===== src/rtl/bus68k_arbiter.sv =====
// Two-master, one-slave arbiter for a 68k-style bus. Grants last one transaction each.
// A watchdog forces an ack if the slave never answers.
module bus68k_arbiter #(
  parameter int ROUND_ROBIN = 1,
  parameter int TIMEOUT     = 255,
  parameter int TO_WIDTH    = 8
) (
  input  logic        clk,
  input  logic        reset_n,
  input  logic        m0_write_strobe,
  input  logic        m0_as,
  input  logic        m0_lds,
  input  logic        m0_uds,
  input  logic [22:0] m0_addr,
  input  logic [15:0] m0_data_out,
  output logic        m0_bus_ack,
  output logic [15:0] m0_data_in,
  input  logic        m1_write_strobe,
  input  logic        m1_as,
  input  logic        m1_lds,
  input  logic        m1_uds,
  input  logic [22:0] m1_addr,
  input  logic [15:0] m1_data_out,
  output logic        m1_bus_ack,
  output logic [15:0] m1_data_in,
  output logic        s_write_strobe,
  output logic        s_as,
  output logic        s_lds,
  output logic        s_uds,
  output logic [22:0] s_addr,
  output logic [15:0] s_data_out,
  input  logic        s_bus_ack,
  input  logic [15:0] s_data_in,
  output logic [1:0]  grant,
  output logic        timeout_pulse
);

  // IDLE: no owner | OWN0/OWN1: bus forwarded to owner | FORCED: watchdog ack held
  typedef enum logic [1:0] {IDLE, OWN0, OWN1, FORCED} state_t;

  localparam logic [TO_WIDTH-1:0] TO_LAST = TO_WIDTH'((TIMEOUT > 0) ? TIMEOUT - 1 : 0);

  state_t              state_q, state_d;
  logic                last_q, last_d;
  logic                owner_q, owner_d;
  logic [TO_WIDTH-1:0] cnt_q, cnt_d;
  logic                pulse_q, pulse_d;
  logic                own_as;
  logic                pick;

  always_ff @(posedge clk or negedge reset_n) begin
    if (!reset_n) begin
      state_q <= IDLE;
      last_q  <= 1'b1;
      owner_q <= 1'b0;
      cnt_q   <= '0;
      pulse_q <= 1'b0;
    end else begin
      state_q <= state_d;
      last_q  <= last_d;
      owner_q <= owner_d;
      cnt_q   <= cnt_d;
      pulse_q <= pulse_d;
    end
  end

  always_comb begin
    state_d        = state_q;
    last_d         = last_q;
    owner_d        = owner_q;
    cnt_d          = cnt_q;
    pick           = 1'b0;
    s_write_strobe = 1'b0;
    s_as           = 1'b0;
    s_lds          = 1'b0;
    s_uds          = 1'b0;
    s_addr         = '0;
    s_data_out     = '0;
    m0_bus_ack     = 1'b0;
    m0_data_in     = '0;
    m1_bus_ack     = 1'b0;
    m1_data_in     = '0;
    grant          = 2'b00;
    own_as         = owner_q ? m1_as : m0_as;

    unique case (state_q)
      IDLE: begin
        if (m0_as || m1_as) begin
          if (m0_as && m1_as) pick = (ROUND_ROBIN != 0) ? ~last_q : 1'b0;
          else                pick = m1_as;
          state_d = pick ? OWN1 : OWN0;
          owner_d = pick;
          last_d  = pick;
          cnt_d   = '0;
        end
      end
      OWN0, OWN1: begin
        grant = owner_q ? 2'b10 : 2'b01;
        if (owner_q) begin
          s_write_strobe = m1_write_strobe;
          s_as           = m1_as;
          s_lds          = m1_lds;
          s_uds          = m1_uds;
          s_addr         = m1_addr;
          s_data_out     = m1_data_out;
          m1_bus_ack     = s_bus_ack;
          m1_data_in     = s_data_in;
        end else begin
          s_write_strobe = m0_write_strobe;
          s_as           = m0_as;
          s_lds          = m0_lds;
          s_uds          = m0_uds;
          s_addr         = m0_addr;
          s_data_out     = m0_data_out;
          m0_bus_ack     = s_bus_ack;
          m0_data_in     = s_data_in;
        end
        // Owner release beats a real ack, which beats the watchdog.
        if (!own_as)                                 state_d = IDLE;
        else if (s_bus_ack)                          cnt_d   = '0;
        else if ((TIMEOUT > 0) && (cnt_q == TO_LAST)) state_d = FORCED;
        else                                         cnt_d   = cnt_q + TO_WIDTH'(1);
      end
      FORCED: begin
        grant = owner_q ? 2'b10 : 2'b01;
        if (owner_q) begin
          m1_bus_ack = 1'b1;
          m1_data_in = 16'hFFFF;
        end else begin
          m0_bus_ack = 1'b1;
          m0_data_in = 16'hFFFF;
        end
        if (!own_as) state_d = IDLE;
      end
      default: state_d = IDLE;
    endcase

    pulse_d = (state_d == FORCED) && (state_q != FORCED);
  end

  assign timeout_pulse = pulse_q;

endmodule


===== config.mk =====
export PLATFORM = sky130hd
export DESIGN_NAME = bus68k_arbiter
export DESIGN_NICKNAME = d
export VERILOG_FILES = /design/src/rtl/bus68k_arbiter.sv
export SDC_FILE = /design/constraint.sdc
export NUM_CORES = 1
export LEC_CHECK = 0
export CAP_MARGIN = 25
export CELL_PAD_IN_SITES_DETAIL_PLACEMENT = 1
export CELL_PAD_IN_SITES_GLOBAL_PLACEMENT = 2
export CORE_ASPECT_RATIO = 0.75
export CORE_MARGIN = 2
export CORE_UTILIZATION = 12
export CTS_CLUSTER_DIAMETER = 120
export DETAILED_ROUTE_END_ITERATION = 8
export PLACE_DENSITY = 0.86
export SLEW_MARGIN = 40
export SYNTH_ARGS = -nofsm -noshare
export SYNTH_HDL_FRONTEND = slang
export SYNTH_SLANG_ARGS = --single-unit

===== constraint.sdc =====
create_clock -name clk -period 2.3 [get_ports clk]
set_clock_uncertainty 0.1 [all_clocks]
set_input_delay 0.69 -clock clk [delete_from_list [all_inputs] [get_ports clk]]
set_output_delay 0.69 -clock clk [all_outputs]
set_load 0.01 [all_outputs]

==> Word level (Yosys, flattened, before mapping) <==
Cells that the tools add are included.
{ "word_totals": {"reg_bits": 13, "latchBits": 0, "ramBits": 0, "mem_bits_ro": 0, "inputBits": 105, "elab_cells": 66, "memories": 0} }
{ "classes": {"addsub": 1, "multipliers": 0, "div_mod_pow": 0, "n_lt_le_gt_ge": 0, "eq_ne": 9, "shift": 0, "n_mux": 41, "bitwise_logic": 1, "n_reduce_logical": 9} }
{ "op_table": {"columns": ["cell", "n"], "rows": [
  ["16-bit 2-to-1 mux", 6],
  ["16-bit one-hot mux with 2 select lines", 2],
  ["23-bit 2-to-1 mux", 2],
  ["8-bit 2-to-1 mux", 4],
  ["2-bit 2-to-1 mux", 8],
  ["8-bit one-hot mux with 2 select lines", 1],
  ["1-bit 2-to-1 mux", 15],
  ["8-bit by 1-bit adder with 8-bit output (second input constant)", 1],
  ["8-bit equality test (second input constant)", 1],
  ["2-bit equality test (second input constant)", 3],
  ["2-bit inequality test (second input constant)", 3],
  ["2-bit one-hot mux with 3 select lines", 1],
  ["1-bit one-hot mux with 2 select lines", 2],
  ["4-bit AND reduction", 1],
  ["3-bit inequality test (second input constant)", 1],
  ["3-bit OR reduction", 1],
  ["2-bit by 1-bit equality test with 1-bit output (second input constant)", 1],
  ["1-bit logical AND", 2],
  ["2-bit zero test", 1],
  ["2-bit AND reduction", 1],
  ["2-bit nonzero test", 1],
  ["2-bit OR reduction", 1],
  ["1-bit logical OR", 1],
  ["1-bit NOT", 1]
]} }

==> Logic depth before layout (Yosys ltp) <==
Gate-level depths: netlist of the first run.
{ "logic_depth": {"depth_word": 9, "depth_mapped": 8, "mapped_depth_nobuf": 7} }

==> Least setup slack after synthesis of the first run <==
No wires, ideal clock.
{ "synth_timing": {"path_kind": "register -> output", "startpoint": "register state_q[1]", "endpoint": "output port m0_bus_ack", "arrival_time_ps": 1780, "required_time_ps": 1510, "path_slack_ps": -270, "path_stages_with_launch": 9, "path_buffers": 3, "path_cell_list": "dfrtp_1 > inv_1 > ha_1 > clkbuf_1 > nor2b_1 > buf_2 > buf_2 > nand2_1 > a21oi_1"} }
{ "synth_via": {"elab_chain_len": 3} }
{ "synth_rtl": {"columns": ["element", "line", "source"], "rows": [
  ["from (decl)", "43", "state_t state_q, state_d;"],
  ["from (signal assigned)", "59", "state_q <= state_d;"],
  ["2-bit by 1-bit equality test with 1-bit output / 2-bit equality test (equally long branches)", "86", "unique case (state_q)"],
  ["2-bit OR reduction", "86", null],
  ["1-bit one-hot mux with 2 select lines (*)", "86", null],
  ["to (decl)", "16", "output logic m0_bus_ack,"]
]} }
Every way passes the cells marked *; elsewhere a longest branch is shown, timed or not.

==> Worst setup path in the final report of the first run <==
{ "layout_timing": {"startpoint": "register state_q[1]", "endpoint": "output port s_addr[14]"} }
{ "layout_via": {"elab_chain_len": 3} }
{ "layout_rtl": {"columns": ["element", "line", "source"], "rows": [
  ["2-bit by 1-bit equality test with 1-bit output / 2-bit equality test (equally long branches)", "86", null],
  ["2-bit OR reduction (*)", "86", null],
  ["23-bit 2-to-1 mux (*)", "86", null],
  ["to (decl)", "30", "output logic [22:0] s_addr,"]
]} }
Marks and branches as above.

==> results summary, run 1 <==
The post-synthesis average cell area is 7.06 um^2. The category of the critical setup timing path is reg -> out. The required time at the endpoint of the critical path came out at 1.51 ns.

Entering global routing, the biggest net connects 28 pins. VDD sags by at most between 0.4 and 0.5 mV. The completed layout was analyzed and its total power is 5.38 mW. The number of instances in the synthesized netlist came out at 263.

The final weighted congestion in routability-driven placement came out at ~0.85. The width of the chip came out at 148 um. The synthesis-to-layout area growth came out at 149%. The deepest level of the CTS H-tree is 1. Max-cap violations in this run came to 0. For this run, the slowest stage of the critical path takes 0.36 ns. The switching power as a share of total power is 43.9%. The number of ports placed on the die boundary came out at about 190. The number of enable-type register cells in the synthesized netlist is 0. The global route total overflow is 0. The number of endpoints with negative hold slack in the final report came out at 0. On the critical path, the stage with the largest delay is an instance of dfrtp_1.

The data arrival time of the critical path is 1.68 ns. The setup slack on the worst flop-to-flop path came out at between 0.1 and 0.15 ns. STA classifies the critical path endpoint as a primary output. The fraction of registers with async set or reset after synthesis is 100%. The net count after synthesis came out at 373.

The most used flip-flop cell after synthesis is dfrtp_1. The share of the core filled with cells in the final layout is approximately 30%. mux2i_1 takes more of the synthesized area than any other cell. The share of synthesized area in the top cell type comes to 23.2%. At the later pin of the worst-skew pair, clock insertion delay measures 0.25 ns.

Subtracting the final worst setup slack from the clock period gives roughly 2.5 ns. Summing the sequential cell areas from Yosys gives 17.6% of the chip area. The headroom to the max-slew limit came out at 80.3%.

The static leakage came out at ~2.1 nW. The detailed placer's ending HPWL came out at 9020 um. The number of design-rule violations left by the first detailed-router iteration is 81. The maximum achievable frequency came out at 405 MHz. The post-synthesis instance area is between 0.0015 and 0.002 mm^2. Sorting the synthesized cells by area gives the leading types as mux2i_1, dfrtp_1, nor2b_1.

From bottom edge to top edge, the die measures 112 um. The end of the worst register-to-register path is cnt_q[6]. The number of synthesized register bits came out at 13. The number of pins exceeding their max-slew limit in the final report came to 0. The cell-internal power is 3.02 mW. The length in cells of the worst reg-to-reg path came out at 11. The final worst setup slack is -0.172 ns.

In this run the top signal layer used is met4. The area of the die came out at 0.0165 mm^2. Clock-pin slew was measured on the worst setup and hold paths at 0.05 ns.

Walking the worst path, the cells encountered are inv_2, ha_4, buf_6, clkbuf_16, nor2b_2, clkdlybuf4s15_2. The yosys synthesis warning count came out at 0. The cell count of the worst hold path is 1. The clock network fraction of total power is 6.3%. Across every metal layer, demand over resource in global routing totals 12.8%. Of the total power, registers draw under 10%. The number of clock sinks is 13. The total vias in the final route is 2714.

The first-pass detailed-route iteration total came out at 3. In this run, the combinational gates consume around 87% of the power. The average routed wire per standard cell is 16.5 um. The commonest cells after synthesis are nand2_1, nor2b_1, mux2i_1. Cells with a size suffix above 1 make up 42.7% of the layout. In this run, CTS created clock tree buffers numbering 3.

After floorplanning, the core was divided into 39 placement rows. The final critical path takes up 107% of the cycle. The worst register-to-register path begins at state_q[1].

After clock tree synthesis, the flow added hold-fix buffers numbering 0. The hold slack came out at 0.404 ns. The wire length of the first global-routing pass came out at 16800 um. CTS placed an instance of clkbuf_16 at the clock tree root. The buffer levels on the longest clock path is 2. The TritonCTS clock tree is yes. The final reports fail on negative setup slack. The worst hold path begins at cnt_q[7].

The worst hold path terminates at cnt_q[7]. The maximum fanout along the worst path came out at 13. The number of antenna violations at the first check in global routing is 0.

The net total in the final layout came out at approximately 600. The min-delay analysis places its worst path in the category reg -> reg. The number of antenna-violating nets in the routed design is 0. The pin slew with the least headroom to its limit is 0.293 ns.

The via count of the first global-routing pass came to 3016. The initial utilization of the core area, before any placement, comes to 12.2%. The post-route met1 wirelength came out at 5150 um. The total length of routed wires is 11400 um.

The final setup violation count came out at about 70. The flow ran to the end, but the final reports show violations. The power dissipated by switching net loads came out at 2.36 mW. The power density of the placed cells is 1160 mW/mm^2. The core outline area came out at 0.0152 mm^2.

The count of distinct cell types in the synthesized netlist is 33. STA classifies the critical path startpoint as a flop. The total of buffers placed on input and output ports is 184.

The number of antenna cells inserted came out at 0. The count of unresolved DRC violations after routing is 0. The detailed route wirelength on metal3 is slightly below 300 um. Setup repair after global routing could not meet its margin everywhere. The per-cell via count in the routed design came out at just under 4. The number of filler cells placed in the layout is 1775.

The amount of wire on met2 after detailed routing is 5770 um.
==> per-layer routing <==
metal,vias up,GRT usage (%)
met5,-,0
li1,1342,-
met2,51,22.7
met1,1309,16.7
met3,12,1.19
met4,0,3.08
==> what timing repair did <==
| action | in CTS | in global routing |
|---|---|---|
| endpoints found under the setup margin | 87 | 78 |
| pin swaps | 22 | 30 |
| setup buffers | 6 | 1 |
| resized for setup | 326 | 49 |
| cloned | 3 | 2 |
| hold endpoints to repair | 0 | 0 |
==> kinds of logic (layout without fill, tap and decap cells) <==
logic type / Yosys count / count (layout) / share of synthesized area [%]
AOI/OAI and AO/OA: 58 / 58 / 17.0
DFF: 13 / 13 / 17.6
and+or+nand+nor: 119 / 119 / 33.3
muxes: 43 / 43 / 23.2
buffers and inverters: 25 / 244 / 5.66
adders and majority gates: 5 / 5 / 3.37
==> worst max path at each step <==
| stage | from | end | slack [ns] | cells past startpoint |
|---|---|---|---|---|
| final | state_q[1] | s_addr[14] | -0.17 | 6 |
| after detailed placement | s_bus_ack | m0_bus_ack | -0.56 | 4 |
| after global routing | state_q[0] | m0_data_in[7] | -0.26 | 7 |
| after global placement | s_bus_ack | m0_bus_ack | -0.54 | 4 |
| after floorplan | state_q[1] | m0_bus_ack | -0.01 | 8 |
| after CTS | state_q[1] | m0_data_in[2] | -0.18 | 7 |
==> cell usage in the layout (no fill, tap or decap), drive strengths merged, types with 5 or more instances in the layout <==
cell / instances
a21oi: 39
buf: 103
nand2b: 5
nand2: 44
o21ai: 9
dlymetal6s2s: 7
nor2: 11
mux2i: 43
clkdlybuf4s50: 94
nor2b: 44
clkbuf: 6
clkdlybuf4s15: 24
ha: 5
dfrtp: 12
==> per-stage QoR <==
step | setup TNS (ns) | instances | area [um^2] | worst slack, ns
2_1_floorplan | -0.0139 | 263 | 1960 | -0.0139
3_3_place_gp | -32.86 | 671 | 4370 | -0.542
3_5_place_dp | -35.01 | 671 | 4370 | -0.561
4_1_cts | -8.45 | 684 | 4420 | -0.178
5_1_grt | -14.63 | 687 | 4630 | -0.263
6_report | -8.63 | 687 | 4630 | -0.172
==> sequential cells by signal, summed over array words and instances, names as in the netlist <==
name,cells
owner_q,1
cnt_q,8
state_q,2
timeout_pulse,1
last_q,1
==> critical path: cells and delay by family (launching register included) <==
| kind | cells | cell delay (ns) |
|---|---|---|
| buf+inv | 4 | 0.64 |
| fa+ha+maj | 1 | 0.29 |
| flops | 1 | 0.36 |
| simple gates | 1 | 0.14 |
==> power by group through the flow <==
stage	Clock [mW]	Sequential [mW]	Combinational, mW
after detailed placement	0	0.357	4.32
after global placement	0	0.353	4.20
after global routing	0.363	0.362	5.00
after floorplan	0	0.340	2.00
final	0.339	0.350	4.69
after CTS	0.350	0.362	4.38
==> final cells by class <==
| class | instances | area [um^2] | share of cell area [%] |
|---|---|---|---|
| flip-flops and latches | 13 | 328 | 7.08 |
| clock buffers | 4 | 78.8 | 1.70 |
| repair buffers | 236 | 2230 | 48.3 |
| well taps | 205 | 256 | 5.54 |
| multi-input cells | 225 | 1720 | 37.1 |
| inverters | 4 | 15.0 | 0.324 |
Note: power is estimated with default switching activity, not from simulation.
==> run 2: changes to the inputs <==
--- a/config.mk
+++ b/config.mk
@@ -6,14 +6,15 @@
 export NUM_CORES = 1
 export LEC_CHECK = 0
 export CAP_MARGIN = 25
-export CELL_PAD_IN_SITES_DETAIL_PLACEMENT = 1
-export CELL_PAD_IN_SITES_GLOBAL_PLACEMENT = 2
+export CELL_PAD_IN_SITES_DETAIL_PLACEMENT = 0
+export CELL_PAD_IN_SITES_GLOBAL_PLACEMENT = 1
 export CORE_ASPECT_RATIO = 0.75
 export CORE_MARGIN = 2
-export CORE_UTILIZATION = 12
+export CORE_UTILIZATION = 17
 export CTS_CLUSTER_DIAMETER = 120
+export CTS_CLUSTER_SIZE = 8
 export DETAILED_ROUTE_END_ITERATION = 8
-export PLACE_DENSITY = 0.86
+export PLACE_DENSITY = 0.87
 export SLEW_MARGIN = 40
 export SYNTH_ARGS = -nofsm -noshare
 export SYNTH_HDL_FRONTEND = slang
==> results summary, run 2 (synthesis results as in run 1) <==
The flow ran to the end, but the final reports show violations. The final reports fail on negative setup slack. In the final design database the tool counted 603 nets. The required time at the endpoint of the critical path came out at 1.51 ns. The number of antenna cells inserted is 0.

The count of nets left with antenna violations once routing finished came out at 0. For this run, the top clock speed supported by timing is around 410 MHz. CTS placed an instance of clkbuf_16 at the clock tree root.

The register with the most flip-flops in the layout has 8 of them. In the final layout, the registers with the most flip-flops are cnt_q (8), state_q (2). The highest ir drop seen on vdd came out at 0.765 mV. The library cells used most frequently in the layout, excluding fill and tap cells, are clkdlybuf4s50_1, buf_2, mux2i_1, buf_4, a21oi_2. During I/O placement, the number of pins put on the boundary was 185. The number of clock sinks came out at 13. The number of antenna violations at the first check in global routing is 0. Power comes to 5.44 mW. The per-cell via count in the routed design is approximately 4.3. The pin slew with the least headroom to its limit is 0.609 ns.

The total length of routed wires is 9110 um. The area of the die is approximately 0.012 mm^2. In this run the number of H-tree levels came out at 1. The core outline area is 0.0108 mm^2.

The final worst setup slack came out at -0.134 ns. Port buffering added 184 buffers. The setup slack on the worst flop-to-flop path is 0 ns. The end of the worst register-to-register path is cnt_q[6]. Along the worst path, the maximum fanout reaches 9. The buffer levels on the longest clock path came out at 2. The global route total overflow came out at 0. The post-layout instance count excluding filler cells came out at around 630. The count of unresolved DRC violations after routing came out at 0. The static leakage came out at 2.21 nW.

The via count of the first global-routing pass came out at 2545. Setup repair after global routing could not meet its margin everywhere. cnt_q holds more flip-flops than any other register. The number of buffers created by CTS came out at 3. The total vias in the final route came out at roughly 2700. The length in cells of the worst reg-to-reg path is 9.

The clock transition at the registers of the reported paths came out at 0.05 ns. The total instance count after detailed placement came out at between 600 and 700. The startpoint identified for the worst hold timing path is cnt_q[7]. The post-route netlist has 46.7% of its cells at a drive strength greater than 1. The HPWL after detailed placement is 7010 um. The setup total negative slack is -6.21 ns. The most common cell after layout, fill and taps aside is clkdlybuf4s50_1.

The global router's overall resource usage is 13.2%. The worst setup path is launched from a flop. The startpoint identified for the worst register-to-register timing path is state_q[1].

TritonCTS built the clock tree. The share of the core filled with cells in the final layout came out at roughly 42%. The final critical delay including setup and external delays is 2.43 ns. The placed cell area came out at ~0.0043 mm^2. The y dimension of the die came out at 94.5 um. The most critical setup path has its startpoint at state_q[1]. The number of endpoints with negative hold slack in the final report came out at 0. The row count came out at 33. The reported max-cap violation count came out at 0. Power spread over the standard cell area amounts to 1190 mW/mm^2. The wire length of the first global-routing pass is ~13000 um. The final cycle utilization of the critical path is 106%. Data on the critical path arrives at its endpoint at 1.64 ns. The number of pins exceeding their max-slew limit in the final report came out at 0.

The headroom to the max-slew limit is 59.3%. On the final layout, the worst hold slack is 0.392 ns. In this run the worst hold path is classified as reg -> reg.

The endpoint type of the worst setup path is a primary output. The average routed wire per standard cell is 14.4 um. The initial utilization of the core area, before any placement, comes to roughly 17%.

Entering global routing, the biggest net connects 23 pins. The final weighted congestion in routability-driven placement came out at 0.808. The first-pass detailed-route iteration total came out at 4.

The end of the critical path is s_as. The category of the critical setup timing path is reg -> out. The final setup violation count is 74. The number of design-rule violations left by the first detailed-router iteration came out at 65. The worst setup slack after placement came out at -0.534 ns. The total non-filler cell area in the finished layout came out at between 0.004 and 0.005 mm^2. The width of the chip came out at 125 um.

The synthesis-to-layout area growth is 146%. The clock latency reported for the late side of the worst-skew pair came out at 0.24 ns.
run 2: cell types whose count changed in the layout (fill, tap and decap cells not counted), sizes merged:
cell	change
buf	+36
clkdlybuf4s15	-24
dlygate4sd2	+3
dlymetal6s2s	-3
bufbuf	-2
run 2: repair_timing:
action,CTS,global route
gates cloned,1,2
setup buffers,10,8
pin swaps,16,26
setup endpoints to repair,87,79
gates resized for setup,352,82
hold buffers,0,0
run 2: worst min-delay path by stage:
stage | endpoint | depth (start not counted)
2_1_floorplan | cnt_q[0] | 0
3_3_place_gp | cnt_q[7] | 1
3_5_place_dp | cnt_q[7] | 1
4_1_cts | cnt_q[7] | 1
5_1_grt | cnt_q[7] | 1
6_report | cnt_q[7] | 1
run 2: layout make-up:
class	instances	area (um^2)
well taps	140	175
fillers	1090	6200
clock buffers	4	78.8
multi-input cells	225	1810
repair buffers	246	2170
flip-flops and latches	13	328
inverters	4	17.5
run 2: worst max-delay path, stage by stage (launching register included):
cell	delay, ns
dfrtp_1	0.38
inv_2	0.08
ha_4	0.20
buf_4	0.14
buf_12	0.14
buf_8	0.13
buf_6	0.11
nand2b_4	0.07
inv_4	0.03
buf_6	0.11
run 2: routing by layer:
metal	global-route usage (%)	wire length (um)
met1	18.0	4030
met2	22.9	4630
met3	1.47	361
met4	2.43	87
met5	0	0
run 2: power by group:
part           switching (mW)  internal [mW]  leakage, nW  total (mW)
registers              0.0619          0.293        0.172       0.355
logic                    2.16           2.58         2.00        4.75
clock network           0.101          0.234       0.0382       0.336
